`src/rtl/pipeline_hazard_ctrl_pkg.sv`:
```
// Shared types and constants for the pipeline hazard controller and the
// pipeline registers it drives.
package pipe_pkg;

   typedef enum logic [1:0] {
      RUN    = 2'd0,
      LSTALL = 2'd1,
      FLUSH  = 2'd2,
      HALT   = 2'd3
   } state_e;

   localparam logic [1:0] FWD_NONE = 2'b00;
   localparam logic [1:0] FWD_A    = 2'b01;
   localparam logic [1:0] FWD_B    = 2'b10;

   // Opcodes the pipeline registers inject on flush (NOP) and on halt (NPHLT).
   localparam logic [5:0] OP_NOP   = 6'h00;
   localparam logic [5:0] OP_NPHLT = 6'h3F;

endpackage

```
`src/rtl/pipeline_hazard_ctrl_if.sv`:
```
// Pipeline status in, hazard control out. The pipeline side is the master,
// the hazard controller is the slave.
interface pipeline_hazard_ctrl_if #(
   parameter int REG_BITS = 3,
   parameter int DATA_W   = 32
);
   logic                dec_valid;
   logic [REG_BITS-1:0] dec_src_a;
   logic [REG_BITS-1:0] dec_src_b;
   logic                dec_use_a;
   logic                dec_use_b;
   logic                ex_valid;
   logic                ex_wr_en;
   logic [REG_BITS-1:0] ex_dst;
   logic                ex_is_load;
   logic [DATA_W-1:0]   ex_result;
   logic                wb_valid;
   logic                wb_wr_en;
   logic [REG_BITS-1:0] wb_dst;
   logic [DATA_W-1:0]   wb_result;
   logic                br_taken;
   logic                halt_req;
   logic                resume;
   logic                freeze;
   logic                update_pc;
   logic [DATA_W+1:0]   mux_data;
   logic                halted;
   logic [15:0]         stall_cnt;

   modport master (
      output dec_valid, dec_src_a, dec_src_b, dec_use_a, dec_use_b,
      output ex_valid, ex_wr_en, ex_dst, ex_is_load, ex_result,
      output wb_valid, wb_wr_en, wb_dst, wb_result,
      output br_taken, halt_req, resume,
      input  freeze, update_pc, mux_data, halted, stall_cnt
   );

   modport slave (
      input  dec_valid, dec_src_a, dec_src_b, dec_use_a, dec_use_b,
      input  ex_valid, ex_wr_en, ex_dst, ex_is_load, ex_result,
      input  wb_valid, wb_wr_en, wb_dst, wb_result,
      input  br_taken, halt_req, resume,
      output freeze, update_pc, mux_data, halted, stall_cnt
   );

endinterface

```
`src/rtl/pipeline_hazard_ctrl_fwd_match.sv`:
```
// Per-operand comparator: does this decode source need data from EX or WB,
// and which value wins (EX is newer, so it takes priority).
module fwd_match
   import pipe_pkg::*;
#(
   parameter int REG_BITS    = 3,
   parameter int DATA_W      = 32,
   parameter int ZERO_REG_HW = 1
) (
   input  logic                dec_valid,
   input  logic                use_src,
   input  logic [REG_BITS-1:0] src,
   input  logic                ex_valid,
   input  logic                ex_wr_en,
   input  logic [REG_BITS-1:0] ex_dst,
   input  logic [DATA_W-1:0]   ex_result,
   input  logic                wb_valid,
   input  logic                wb_wr_en,
   input  logic [REG_BITS-1:0] wb_dst,
   input  logic [DATA_W-1:0]   wb_result,
   output logic                hit_ex,
   output logic                hit_wb,
   output logic [DATA_W-1:0]   value
);

   logic src_live;

   // Hit detection per stage and EX-over-WB value selection.
   always_comb begin
      src_live = dec_valid && use_src && ((src != '0) || (ZERO_REG_HW == 0));
      hit_ex   = src_live && ex_valid && ex_wr_en && (ex_dst == src);
      hit_wb   = src_live && wb_valid && wb_wr_en && (wb_dst == src);
      value    = hit_ex ? ex_result : (hit_wb ? wb_result : '0);
   end

endmodule

```
`src/rtl/pipeline_hazard_ctrl.sv`:
```
// Hazard and sequencing controller: forwarding select, load-use stalls,
// branch flush sequencing and halt hold for the in-order pipeline.
//
// state  | meaning
// RUN    | normal issue; forwarding, dual-match and load-use detect active
// LSTALL | extra load-use freeze cycles after the detect cycle
// FLUSH  | extra update_pc cycles after a taken branch
// HALT   | pipeline held until resume
module pipeline_hazard_ctrl
   import pipe_pkg::*;
#(
   parameter int REG_BITS     = 3,
   parameter int DATA_W       = 32,
   parameter int LOAD_STALL   = 1,
   parameter int FLUSH_CYCLES = 2,
   parameter int ZERO_REG_HW  = 1
) (
   input  logic                 clk,
   input  logic                 rst_n,
   pipeline_hazard_ctrl_if.slave bus
);

   localparam int               CNT_W       = 3;
   localparam logic [CNT_W-1:0] LSTALL_LOAD = CNT_W'(LOAD_STALL - 1);
   localparam logic [CNT_W-1:0] FLUSH_LOAD  = CNT_W'(FLUSH_CYCLES - 1);
   localparam logic [CNT_W-1:0] CNT_ONE     = CNT_W'(1);

   state_e             state_q, state_d;
   logic [CNT_W-1:0]   cnt_q, cnt_d;
   logic               halt_pend_q, halt_pend_d;
   logic [15:0]        stall_cnt_q, stall_cnt_d;

   logic               hit_ex_a, hit_wb_a, hit_ex_b, hit_wb_b;
   logic [DATA_W-1:0]  val_a, val_b;
   logic               fwd_a, fwd_b, load_use;
   logic               freeze_c, upd_c, freeze;
   logic [DATA_W+1:0]  mux_c;

   fwd_match #(.REG_BITS(REG_BITS), .DATA_W(DATA_W), .ZERO_REG_HW(ZERO_REG_HW)) u_match_a (
      .dec_valid (bus.dec_valid),
      .use_src   (bus.dec_use_a),
      .src       (bus.dec_src_a),
      .ex_valid  (bus.ex_valid),
      .ex_wr_en  (bus.ex_wr_en),
      .ex_dst    (bus.ex_dst),
      .ex_result (bus.ex_result),
      .wb_valid  (bus.wb_valid),
      .wb_wr_en  (bus.wb_wr_en),
      .wb_dst    (bus.wb_dst),
      .wb_result (bus.wb_result),
      .hit_ex    (hit_ex_a),
      .hit_wb    (hit_wb_a),
      .value     (val_a)
   );

   fwd_match #(.REG_BITS(REG_BITS), .DATA_W(DATA_W), .ZERO_REG_HW(ZERO_REG_HW)) u_match_b (
      .dec_valid (bus.dec_valid),
      .use_src   (bus.dec_use_b),
      .src       (bus.dec_src_b),
      .ex_valid  (bus.ex_valid),
      .ex_wr_en  (bus.ex_wr_en),
      .ex_dst    (bus.ex_dst),
      .ex_result (bus.ex_result),
      .wb_valid  (bus.wb_valid),
      .wb_wr_en  (bus.wb_wr_en),
      .wb_dst    (bus.wb_dst),
      .wb_result (bus.wb_result),
      .hit_ex    (hit_ex_b),
      .hit_wb    (hit_wb_b),
      .value     (val_b)
   );

   assign fwd_a    = hit_ex_a | hit_wb_a;
   assign fwd_b    = hit_ex_b | hit_wb_b;
   assign load_use = bus.ex_is_load & (hit_ex_a | hit_ex_b);

   // Next state and combinational outputs; branch outranks everything but HALT.
   always_comb begin
      state_d     = state_q;
      cnt_d       = cnt_q;
      halt_pend_d = halt_pend_q;
      freeze_c    = 1'b0;
      upd_c       = 1'b0;
      mux_c       = '0;
      if ((state_q != HALT) && bus.br_taken) begin
         upd_c       = 1'b1;
         // A halt retiring alongside the branch is kept, not dropped.
         halt_pend_d = halt_pend_q | bus.halt_req;
         if (FLUSH_CYCLES > 1) begin
            state_d = FLUSH;
            cnt_d   = FLUSH_LOAD;
         end else begin
            state_d     = halt_pend_d ? HALT : RUN;
            halt_pend_d = 1'b0;
            cnt_d       = '0;
         end
      end else begin
         case (state_q)
            RUN: begin
               if (bus.halt_req) begin
                  state_d = HALT;
               end else if (load_use) begin
                  freeze_c = 1'b1;
                  if (LOAD_STALL > 1) begin
                     state_d = LSTALL;
                     cnt_d   = LSTALL_LOAD;
                  end
               end else if (fwd_a && fwd_b) begin
                  freeze_c = 1'b1;
               end else if (fwd_a) begin
                  mux_c = {FWD_A, val_a};
               end else if (fwd_b) begin
                  mux_c = {FWD_B, val_b};
               end
            end
            LSTALL: begin
               freeze_c = 1'b1;
               if (bus.halt_req) begin
                  state_d = HALT;
                  cnt_d   = '0;
               end else if (cnt_q <= CNT_ONE) begin
                  state_d = RUN;
                  cnt_d   = '0;
               end else begin
                  cnt_d = cnt_q - CNT_ONE;
               end
            end
            FLUSH: begin
               upd_c       = 1'b1;
               halt_pend_d = halt_pend_q | bus.halt_req;
               if (cnt_q <= CNT_ONE) begin
                  state_d     = halt_pend_d ? HALT : RUN;
                  halt_pend_d = 1'b0;
                  cnt_d       = '0;
               end else begin
                  cnt_d = cnt_q - CNT_ONE;
               end
            end
            HALT: begin
               freeze_c = 1'b1;
               if (bus.resume) begin
                  state_d = RUN;
               end
            end
            default: state_d = RUN;
         endcase
      end
   end

   // Outputs are forced to their idle values while reset is held.
   assign freeze        = rst_n & freeze_c;
   assign bus.freeze    = freeze;
   assign bus.update_pc = rst_n & upd_c;
   assign bus.mux_data  = rst_n ? mux_c : '0;
   assign bus.halted    = (state_q == HALT);
   assign bus.stall_cnt = stall_cnt_q;

   // Saturating count of frozen cycles.
   always_comb begin
      stall_cnt_d = stall_cnt_q;
      if (freeze && (stall_cnt_q != 16'hFFFF)) begin
         stall_cnt_d = stall_cnt_q + 16'd1;
      end
   end

   // State, sequencing counter, halt-pending and stall counter registers.
   always_ff @(posedge clk or negedge rst_n) begin
      if (!rst_n) begin
         state_q     <= RUN;
         cnt_q       <= '0;
         halt_pend_q <= 1'b0;
         stall_cnt_q <= '0;
      end else begin
         state_q     <= state_d;
         cnt_q       <= cnt_d;
         halt_pend_q <= halt_pend_d;
         stall_cnt_q <= stall_cnt_d;
      end
   end

endmodule

```
`src/flat_wrapper.sv`:
```
// flat-port wrapper written by rule: the top's interface ports become plain ports
module pipeline_hazard_ctrl_flat import pipe_pkg::*;
#(
   parameter int REG_BITS     = 3,
   parameter int DATA_W       = 32,
   parameter int LOAD_STALL   = 1,
   parameter int FLUSH_CYCLES = 2,
   parameter int ZERO_REG_HW  = 1
)
  (clk, rst_n, bus_dec_valid, bus_dec_src_a, bus_dec_src_b, bus_dec_use_a, bus_dec_use_b, bus_ex_valid, bus_ex_wr_en, bus_ex_dst, bus_ex_is_load, bus_ex_result, bus_wb_valid, bus_wb_wr_en, bus_wb_dst, bus_wb_result, bus_br_taken, bus_halt_req, bus_resume, bus_freeze, bus_update_pc, bus_mux_data, bus_halted, bus_stall_cnt);
  pipeline_hazard_ctrl_if #(.REG_BITS(REG_BITS), .DATA_W(DATA_W)) bus_i ();
  input  logic clk;
  input  logic rst_n;
  input wire logic [$bits(bus_i.dec_valid)-1:0] bus_dec_valid;
  input wire logic [$bits(bus_i.dec_src_a)-1:0] bus_dec_src_a;
  input wire logic [$bits(bus_i.dec_src_b)-1:0] bus_dec_src_b;
  input wire logic [$bits(bus_i.dec_use_a)-1:0] bus_dec_use_a;
  input wire logic [$bits(bus_i.dec_use_b)-1:0] bus_dec_use_b;
  input wire logic [$bits(bus_i.ex_valid)-1:0] bus_ex_valid;
  input wire logic [$bits(bus_i.ex_wr_en)-1:0] bus_ex_wr_en;
  input wire logic [$bits(bus_i.ex_dst)-1:0] bus_ex_dst;
  input wire logic [$bits(bus_i.ex_is_load)-1:0] bus_ex_is_load;
  input wire logic [$bits(bus_i.ex_result)-1:0] bus_ex_result;
  input wire logic [$bits(bus_i.wb_valid)-1:0] bus_wb_valid;
  input wire logic [$bits(bus_i.wb_wr_en)-1:0] bus_wb_wr_en;
  input wire logic [$bits(bus_i.wb_dst)-1:0] bus_wb_dst;
  input wire logic [$bits(bus_i.wb_result)-1:0] bus_wb_result;
  input wire logic [$bits(bus_i.br_taken)-1:0] bus_br_taken;
  input wire logic [$bits(bus_i.halt_req)-1:0] bus_halt_req;
  input wire logic [$bits(bus_i.resume)-1:0] bus_resume;
  output wire logic [$bits(bus_i.freeze)-1:0] bus_freeze;
  output wire logic [$bits(bus_i.update_pc)-1:0] bus_update_pc;
  output wire logic [$bits(bus_i.mux_data)-1:0] bus_mux_data;
  output wire logic [$bits(bus_i.halted)-1:0] bus_halted;
  output wire logic [$bits(bus_i.stall_cnt)-1:0] bus_stall_cnt;
  assign bus_i.dec_valid = bus_dec_valid;
  assign bus_i.dec_src_a = bus_dec_src_a;
  assign bus_i.dec_src_b = bus_dec_src_b;
  assign bus_i.dec_use_a = bus_dec_use_a;
  assign bus_i.dec_use_b = bus_dec_use_b;
  assign bus_i.ex_valid = bus_ex_valid;
  assign bus_i.ex_wr_en = bus_ex_wr_en;
  assign bus_i.ex_dst = bus_ex_dst;
  assign bus_i.ex_is_load = bus_ex_is_load;
  assign bus_i.ex_result = bus_ex_result;
  assign bus_i.wb_valid = bus_wb_valid;
  assign bus_i.wb_wr_en = bus_wb_wr_en;
  assign bus_i.wb_dst = bus_wb_dst;
  assign bus_i.wb_result = bus_wb_result;
  assign bus_i.br_taken = bus_br_taken;
  assign bus_i.halt_req = bus_halt_req;
  assign bus_i.resume = bus_resume;
  assign bus_freeze = bus_i.freeze;
  assign bus_update_pc = bus_i.update_pc;
  assign bus_mux_data = bus_i.mux_data;
  assign bus_halted = bus_i.halted;
  assign bus_stall_cnt = bus_i.stall_cnt;
  pipeline_hazard_ctrl #(.REG_BITS(REG_BITS), .DATA_W(DATA_W), .LOAD_STALL(LOAD_STALL), .FLUSH_CYCLES(FLUSH_CYCLES), .ZERO_REG_HW(ZERO_REG_HW)) u_core (.clk(clk), .rst_n(rst_n), .bus(bus_i));
endmodule
```
`config.mk`:
```
export PLATFORM = sky130hd
export DESIGN_NAME = pipeline_hazard_ctrl_flat
export DESIGN_NICKNAME = d
export VERILOG_FILES = /design/src/rtl/pipeline_hazard_ctrl_pkg.sv /design/src/rtl/pipeline_hazard_ctrl_if.sv /design/src/rtl/pipeline_hazard_ctrl_fwd_match.sv /design/src/rtl/pipeline_hazard_ctrl.sv /design/src/flat_wrapper.sv
export SDC_FILE = /design/constraint.sdc
export NUM_CORES = 1
export LEC_CHECK = 0
export ABC_CLOCK_PERIOD_IN_PS = 4100
export CAP_MARGIN = 20
export CORE_ASPECT_RATIO = 1.25
export CORE_UTILIZATION = 35
export CTS_CLUSTER_SIZE = 40
export DETAILED_ROUTE_END_ITERATION = 8
export HOLD_SLACK_MARGIN = 0.06
export PLACE_DENSITY = 0.81
export SLEW_MARGIN = 5
export SYNTH_ARGS = -nofsm -noshare
export SYNTH_HDL_FRONTEND = slang
export SYNTH_SLANG_ARGS = --single-unit
```
`constraint.sdc`:
```
create_clock -name clk -period 4.1 [get_ports clk]
set_clock_uncertainty 0.05 [all_clocks]
set_input_delay 0.615 -clock clk [delete_from_list [all_inputs] [get_ports clk]]
set_output_delay 0.615 -clock clk [all_outputs]
set_load 0.02 [all_outputs]
```
# After elaboration in Yosys (flattened, before gate mapping)
# Index checks and enable logic that the tools add are counted.
# word_totals
ff_bits	22
latchBits	0
mem_bits_rw	0
romBits	0
in_bits	89
out_inout_bits	53
elab_cells	87
n_memories	0
# op_classes
add_sub_neg	2
multipliers	0
div_mod_pow	0
magnitude_cmp	1
eq_ne	13
shifts	0
n_mux	34
n_bitwise	7
n_reduce_logical	26
# ops
cell	count
2-to-1 mux 34 bit	8
2-to-1 mux 32 bit	4
logical AND 1 bit	19
adder 16 x 1 -> 16 bit (second input constant)	1
inequality test 16 bit (second input constant)	1
2-to-1 mux 2 bit	7
equality test 3 bit	4
2-to-1 mux 1 bit	9
2-to-1 mux 3 bit	3
nonzero test 3 bit	3
one-hot mux 2 bit (4 select lines)	1
inequality test 3 x 2 -> 1 bit (second input constant)	2
one-hot mux 3 bit (2 select lines)	1
equality test 2 bit (second input constant)	2
inequality test 4 x 2 -> 1 bit (second input constant)	1
OR 1 bit	4
AND reduction 4 bit	1
AND 1 bit	3
less-or-equal comparator 3 x 1 -> 1 bit (second input constant)	1
inequality test 3 x 1 -> 1 bit (second input constant)	1
subtractor 3 x 1 -> 3 bit (second input constant)	1
equality test 2 x 1 -> 1 bit (second input constant)	1
logical NOT 2 bit	1
inequality test 2 bit (second input constant)	1
3 further kinds	3

# Logic depth before layout (Yosys ltp)
# Gate-level depths: netlist (run 1).
# depth
depth_word	15
ltp_mapped	9

# Cells and area by module
# From an unflattened synthesis (run 1), not the netlist that was laid out.
# hier_totals
cells_unflattened	410
area_unflattened_um2	3129.3
# by_module_without_submodules
mod	n_inst	cells_each	area_each_um2	seq_area_each_um2
pipeline_hazard_ctrl	1	178	1662.8	550.5
fwd_match	2	116	733.2	0.0

# Worst setup path after synthesis (run 1)
# Ideal clock, no wire load.
# synth_path
kind	input -> output
from	in bus_dec_src_a[0]
to	out bus_mux_data[10]
arrival_ns	2.474
required_time_ns	3.435
slack_ns	0.961
path_stages	7
n_path_buf	2
cell_sequence	o311ai_0 > nor2_1 > o32a_1 > buf_2 > buf_2 > mux2i_1 > nor2_1
# synth_between
elab_chain_len	14
elab_cells_between_ends	23
# synth_rtl
element	line_no	source
from (decl)	flat_wrapper.sv:15	input wire logic [$bits(bus_i.dec_src_a)-1:0] bus_dec_src_a;
nonzero test 3 bit	pipeline_hazard_ctrl_fwd_match.sv:30	src_live = dec_valid && use_src && ((src != '0) || (ZERO_REG_HW == 0));
logical AND 1 bit	pipeline_hazard_ctrl_fwd_match.sv:30	
logical AND 1 bit (3 in series)	pipeline_hazard_ctrl_fwd_match.sv:32	hit_wb = src_live && wb_valid && wb_wr_en && (wb_dst == src);
2-to-1 mux 32 bit (2 in series)	pipeline_hazard_ctrl_fwd_match.sv:33	value = hit_ex ? ex_result : (hit_wb ? wb_result : '0);
2-to-1 mux 34 bit	pipeline_hazard_ctrl.sv:110	end else if (fwd_a) begin
2-to-1 mux 34 bit	pipeline_hazard_ctrl.sv:108	end else if (fwd_a && fwd_b) begin
2-to-1 mux 34 bit (*)	pipeline_hazard_ctrl.sv:102	end else if (load_use) begin
2-to-1 mux 34 bit (*)	pipeline_hazard_ctrl.sv:100	if (bus.halt_req) begin
2-to-1 mux 34 bit (*)	pipeline_hazard_ctrl.sv:98	case (state_q)
2-to-1 mux 34 bit (*)	pipeline_hazard_ctrl.sv:85	if ((state_q != HALT) && bus.br_taken) begin
2-to-1 mux 34 bit (*)	pipeline_hazard_ctrl.sv:154	assign bus.mux_data = rst_n ? mux_c : '0;
to (decl)	flat_wrapper.sv:33	output wire logic [$bits(bus_i.mux_data)-1:0] bus_mux_data;
# Every way passes the cells marked *; elsewhere a longest branch is shown, timed or not.

# Final worst setup path (run 1)
# layout_path
from	in bus_dec_src_a[2]
to	out bus_mux_data[7]
# The elaborated chain is that of the path after synthesis.

==> results of run 1 <==
layout make-up:
class | instances | area [µm²] | area share
clock buffer | 3 | 41.3 | 0.0115
clock inverter | 1 | 30.0 | 0.00835
inverter | 9 | 33.8 | 0.00940
multi-input combinational | 195 | 1360 | 0.378
sequential | 22 | 551 | 0.153
tap | 64 | 80.1 | 0.0223
timing repair buffer | 149 | 1500 | 0.417
worst register-to-register path: cells and delay by family, from the launching register on:
kind,cells,cell delay [ns]
buf+inv,1,0.09
simple gates,3,0.95
fa+ha+maj,1,0.28
flops,1,0.37
xor+xnor,1,0.17
compound gates,2,0.32
cell families after synthesis:
kind of cell,after synthesis
AND/OR/NAND/NOR,96
adder cells (fa/ha/maj),7
XOR/XNOR,27
buffers and inverters,16
AO/OA/AOI/OAI,32
flip-flops,22
multiplexers,33
registers in the layout, indices dropped and copies added, names as in the netlist:
name                  count
u_core.bus.stall_cnt     16
u_core.halt_pend_q        1
u_core.state_q            2
u_core.cnt_q              3
what timing repair did:
action	4_1_cts	5_1_grt
hold buffers	0	0
setup endpoints to repair	0	1
gates resized for setup	0	1
power breakdown:
group          total (mW)  internal, mW  switching [mW]
Clock               0.199         0.130          0.0686
Sequential          0.312         0.265          0.0476
Combinational       0.548         0.278           0.270
final timing paths:
path	from	endpoint	slack (ns)
hold / removal	u_core.bus.stall_cnt[11]$_DFFE_PN0P_	u_core.bus.stall_cnt[11]$_DFFE_PN0P_	0.46
setup reg to reg	u_core.state_q[0]$_DFFE_PN0P_	u_core.bus.stall_cnt[15]$_DFFE_PN0P_	1.80
max in group asynchronous	rst_n	u_core.state_q[1]$_DFFE_PN0P_	3.15
min in group asynchronous	rst_n	u_core.bus.stall_cnt[14]$_DFFE_PN0P_	0.70
setup / recovery	bus_dec_src_a[2]	bus_mux_data[7]	0.14
hold reg to reg	u_core.bus.stall_cnt[11]$_DFFE_PN0P_	u_core.bus.stall_cnt[11]$_DFFE_PN0P_	0.46
synthesized netlist by cell type, types with 3 or more instances:
library cell / number
sky130_fd_sc_hd__nor2b_1: 5
sky130_fd_sc_hd__inv_1: 9
sky130_fd_sc_hd__nor2_1: 46
sky130_fd_sc_hd__nor3_1: 4
sky130_fd_sc_hd__nand2b_1: 3
sky130_fd_sc_hd__ha_1: 7
sky130_fd_sc_hd__nand3_1: 5
sky130_fd_sc_hd__dfrtp_1: 22
sky130_fd_sc_hd__buf_2: 4
sky130_fd_sc_hd__a21oi_1: 8
sky130_fd_sc_hd__nand2_1: 11
sky130_fd_sc_hd__xor2_1: 12
sky130_fd_sc_hd__and3_1: 4
sky130_fd_sc_hd__clkbuf_1: 3
sky130_fd_sc_hd__mux2i_1: 32
sky130_fd_sc_hd__and2_1: 3
sky130_fd_sc_hd__o21ai_0: 7
sky130_fd_sc_hd__xnor2_1: 15
sky130_fd_sc_hd__nand4_1: 7
stage by stage:
step,hold WS [ns],setup slack (ns),cell area [µm²]
after global placement,0.429,0.112,3520
after CTS,0.459,0.110,3590
after global routing,0.455,0.00158,3590
final,0.455,0.135,3590
after detailed placement,0.444,0.117,3520
after floorplan,0.269,0.961,1970
metal layers:
layer | vias to the layer above | GRT usage | share of wire
li1 | 1107 | - | -
met1 | 1009 | 0.256 | 0.39
met2 | 95 | 0.398 | 0.51
met3 | 4 | 0.0752 | 0.10
met4 | 0 | 0.0390 | 0.0052
met5 | - | 0 | 0
==> flow_summary.rst, run 1 <==
.. list-table::
   :header-rows: 1

   * - Metric
     - Value
   * - YS warnings
     - 0
   * - Total power of the final layout
     - 1.06 mW
   * - Top cells by area, synth
     - sky130_fd_sc_hd__dfrtp_1, sky130_fd_sc_hd__mux2i_1, sky130_fd_sc_hd__nor2_1, sky130_fd_sc_hd__xnor2_1, sky130_fd_sc_hd__xor2_1
   * - Horiz. Die Dim
     - 69.1 µm
   * - Critical path's most frequent cell
     - sky130_fd_sc_hd__clkdlybuf4s50_1
   * - Antenna violations before repair
     - 0
   * - Ordered list of cells on the worst path
     - clkdlybuf4s50_1 > xor2_1 > or4_4 > a21oi_1 > nor2b_1 > o21ai_2 > buf_12 > nor2_1 > clkdlybuf4s50_1
   * - Die Footprint
     - 0.00594 mm²
   * - Worst voltage drop across the vdd grid
     - 0.000437 V
   * - Starting density of the core
     - 0.362
   * - Worst min-delay path class
     - reg2reg
   * - Main combinational cell family by area after synthesis
     - simple AND/OR/NAND/NOR gates
   * - Type of element capturing the critical path
     - primary output
   * - FF-to-FF path depth
     - 8
   * - Post-synth top area cell
     - sky130_fd_sc_hd__dfrtp_1
   * - Cts bufs inserted
     - 3
   * - Number of logic stages on the critical path including buffering
     - 9
   * - Residual DRC
     - 0
   * - Unrepaired setup endpoints after global routing
     - no
   * - Vias per Instance
     - about 5
   * - CP delay by family, top
     - buffers and inverters
   * - Cell area after synthesis
     - 0.00197 mm²
   * - Routed wire length per instance
     - 14.9 µm
   * - Clock latency on the worst-skew pair
     - 0.26 ns
   * - Period utilisation layout
     - 0.967
   * - Share of the yosys chip area belonging to registers
     - 0.279
   * - First-pass GRT wire length
     - 10700 µm
   * - Count of placed standard cells in the final layout, fillers left out
     - 443
   * - Congestion Overflow GR
     - 0
   * - First-pass detailed-route iteration total
     - 4
   * - Final number of hold-violating endpoints
     - 0
   * - Dpl cells
     - 439
   * - Power density over cell area
     - 294 mW/mm²
   * - Result of the run
     - completed
   * - Overall Global Routing Usage
     - 0.221
   * - Y dimension of the die
     - 85.9 µm
   * - Flip-flop and latch count after synthesis
     - 22
   * - Simple-gate area share of the yosys netlist
     - 0.237
   * - Number of port buffers
     - 141
   * - Number of buffers between clock root and the deepest sink
     - 2
   * - Standard cell core area
     - ~0.0054 mm²
   * - Area Growth Syn to Fin
     - 82.4%
   * - WS Path Type
     - in2out
   * - Number of global-route vias before repair
     - 2165
   * - Reg clk slew, reported paths
     - 0.08 ns
   * - Reported leakage power
     - 1.66 nW
   * - Critical path peak fanout
     - 32
   * - Last weighted congestion value of the routability-driven placer
     - around 0.84
   * - Asr flop ratio synth
     - 1.00
   * - Parity-gate share of the synthesized area counting xor and xnor cells
     - 0.120
   * - Largest net degree at the start of global routing
     - 33
   * - Total Nets Final
     - around 480
   * - Worst-margin pin slew
     - 0.519 ns
   * - Most frequent standard cell in the layout excluding fill and tap cells
     - sky130_fd_sc_hd__clkdlybuf4s50_1
   * - Worst endpoint required time
     - around 3.4 ns
   * - Final sum of negative setup slack
     - 0 ns
   * - Clock tree from TritonCTS
     - built
   * - Final-layout fill cell count
     - 473
   * - Cells after Synth
     - 233
   * - Crit start category
     - input port
   * - Fraction of the mapped netlist area in compound gates
     - 0.117
   * - Number of cells on the worst hold path
     - 1
   * - Leading cell types in the layout, fill and taps excluded
     - sky130_fd_sc_hd__clkdlybuf4s50_1, sky130_fd_sc_hd__nor2_1, sky130_fd_sc_hd__mux2i_1
   * - Number of enable flip-flop cells after synthesis
     - 0
   * - Total number of vias
     - approximately 2200
   * - Deepest level of the CTS H-tree
     - 1
   * - TritonCTS Sinks
     - 22
   * - CTS Root Cell
     - sky130_fd_sc_hd__clkbuf_8
   * - Antenna Diode Count
     - 0
   * - Multiplexer fraction of the synthesized cell area
     - 0.168
   * - Synth unique cells
     - 42
   * - Placed wire-length estimate after detailed placement
     - 5640 µm
   * - Adder and majority cell fraction of the synthesized area
     - 0.0444
   * - Std cell rows
     - 30
   * - Max Cap Viol
     - 0
   * - Routed wire length
     - roughly 6600 µm
   * - Fraction of final layout cells sized beyond drive strength 1
     - 0.0607
   * - Critical path buffer and inverter count
     - 3
   * - Total I/O pin count
     - between 100 and 150
   * - Slowest cell delay on critical path
     - roughly 0.64 ns
   * - Post-synth top area share
     - 0.279
   * - Total setup violations reported at the end of the flow
     - 0
   * - Highest-delay cell along the critical path
     - sky130_fd_sc_hd__clkdlybuf4s50_1
   * - Post-synth net total
     - about 330
   * - Remaining number of nets flagged by the antenna check after routing
     - 0
   * - Violation count after the first detailed-route iteration
     - 44
   * - Finished Core Util
     - 0.660
   * - Data arrival, critical path
     - 3.30 ns
   * - Number of buffers inserted by post-CTS setup repair
     - 0
   * - Worst rel slew slack
     - 0.650
   * - Final-report max-slew violation count
     - 0
   * - Post-Syn Area per Cell
     - 8.46 µm²
   * - Final period demand of the worst path
     - ~4.0 ns
   * - Max Clock Freq
     - 252 MHz
   * - Most common flop cell mapped by yosys
     - sky130_fd_sc_hd__dfrtp_1
No activity file was read; power rests on OpenSTA's default activity.
==> run 2, diff against run 1 <==
--- a/config.mk
+++ b/config.mk
@@ -11,6 +11,7 @@
 export CORE_UTILIZATION = 35
 export CTS_CLUSTER_SIZE = 40
 export DETAILED_ROUTE_END_ITERATION = 8
+export GPL_ROUTABILITY_DRIVEN = 0
 export HOLD_SLACK_MARGIN = 0.06
 export PLACE_DENSITY = 0.81
 export SLEW_MARGIN = 5
==> results of run 2 <==
Same layout as run 1: the final DEF is identical, and so are final timing and power.
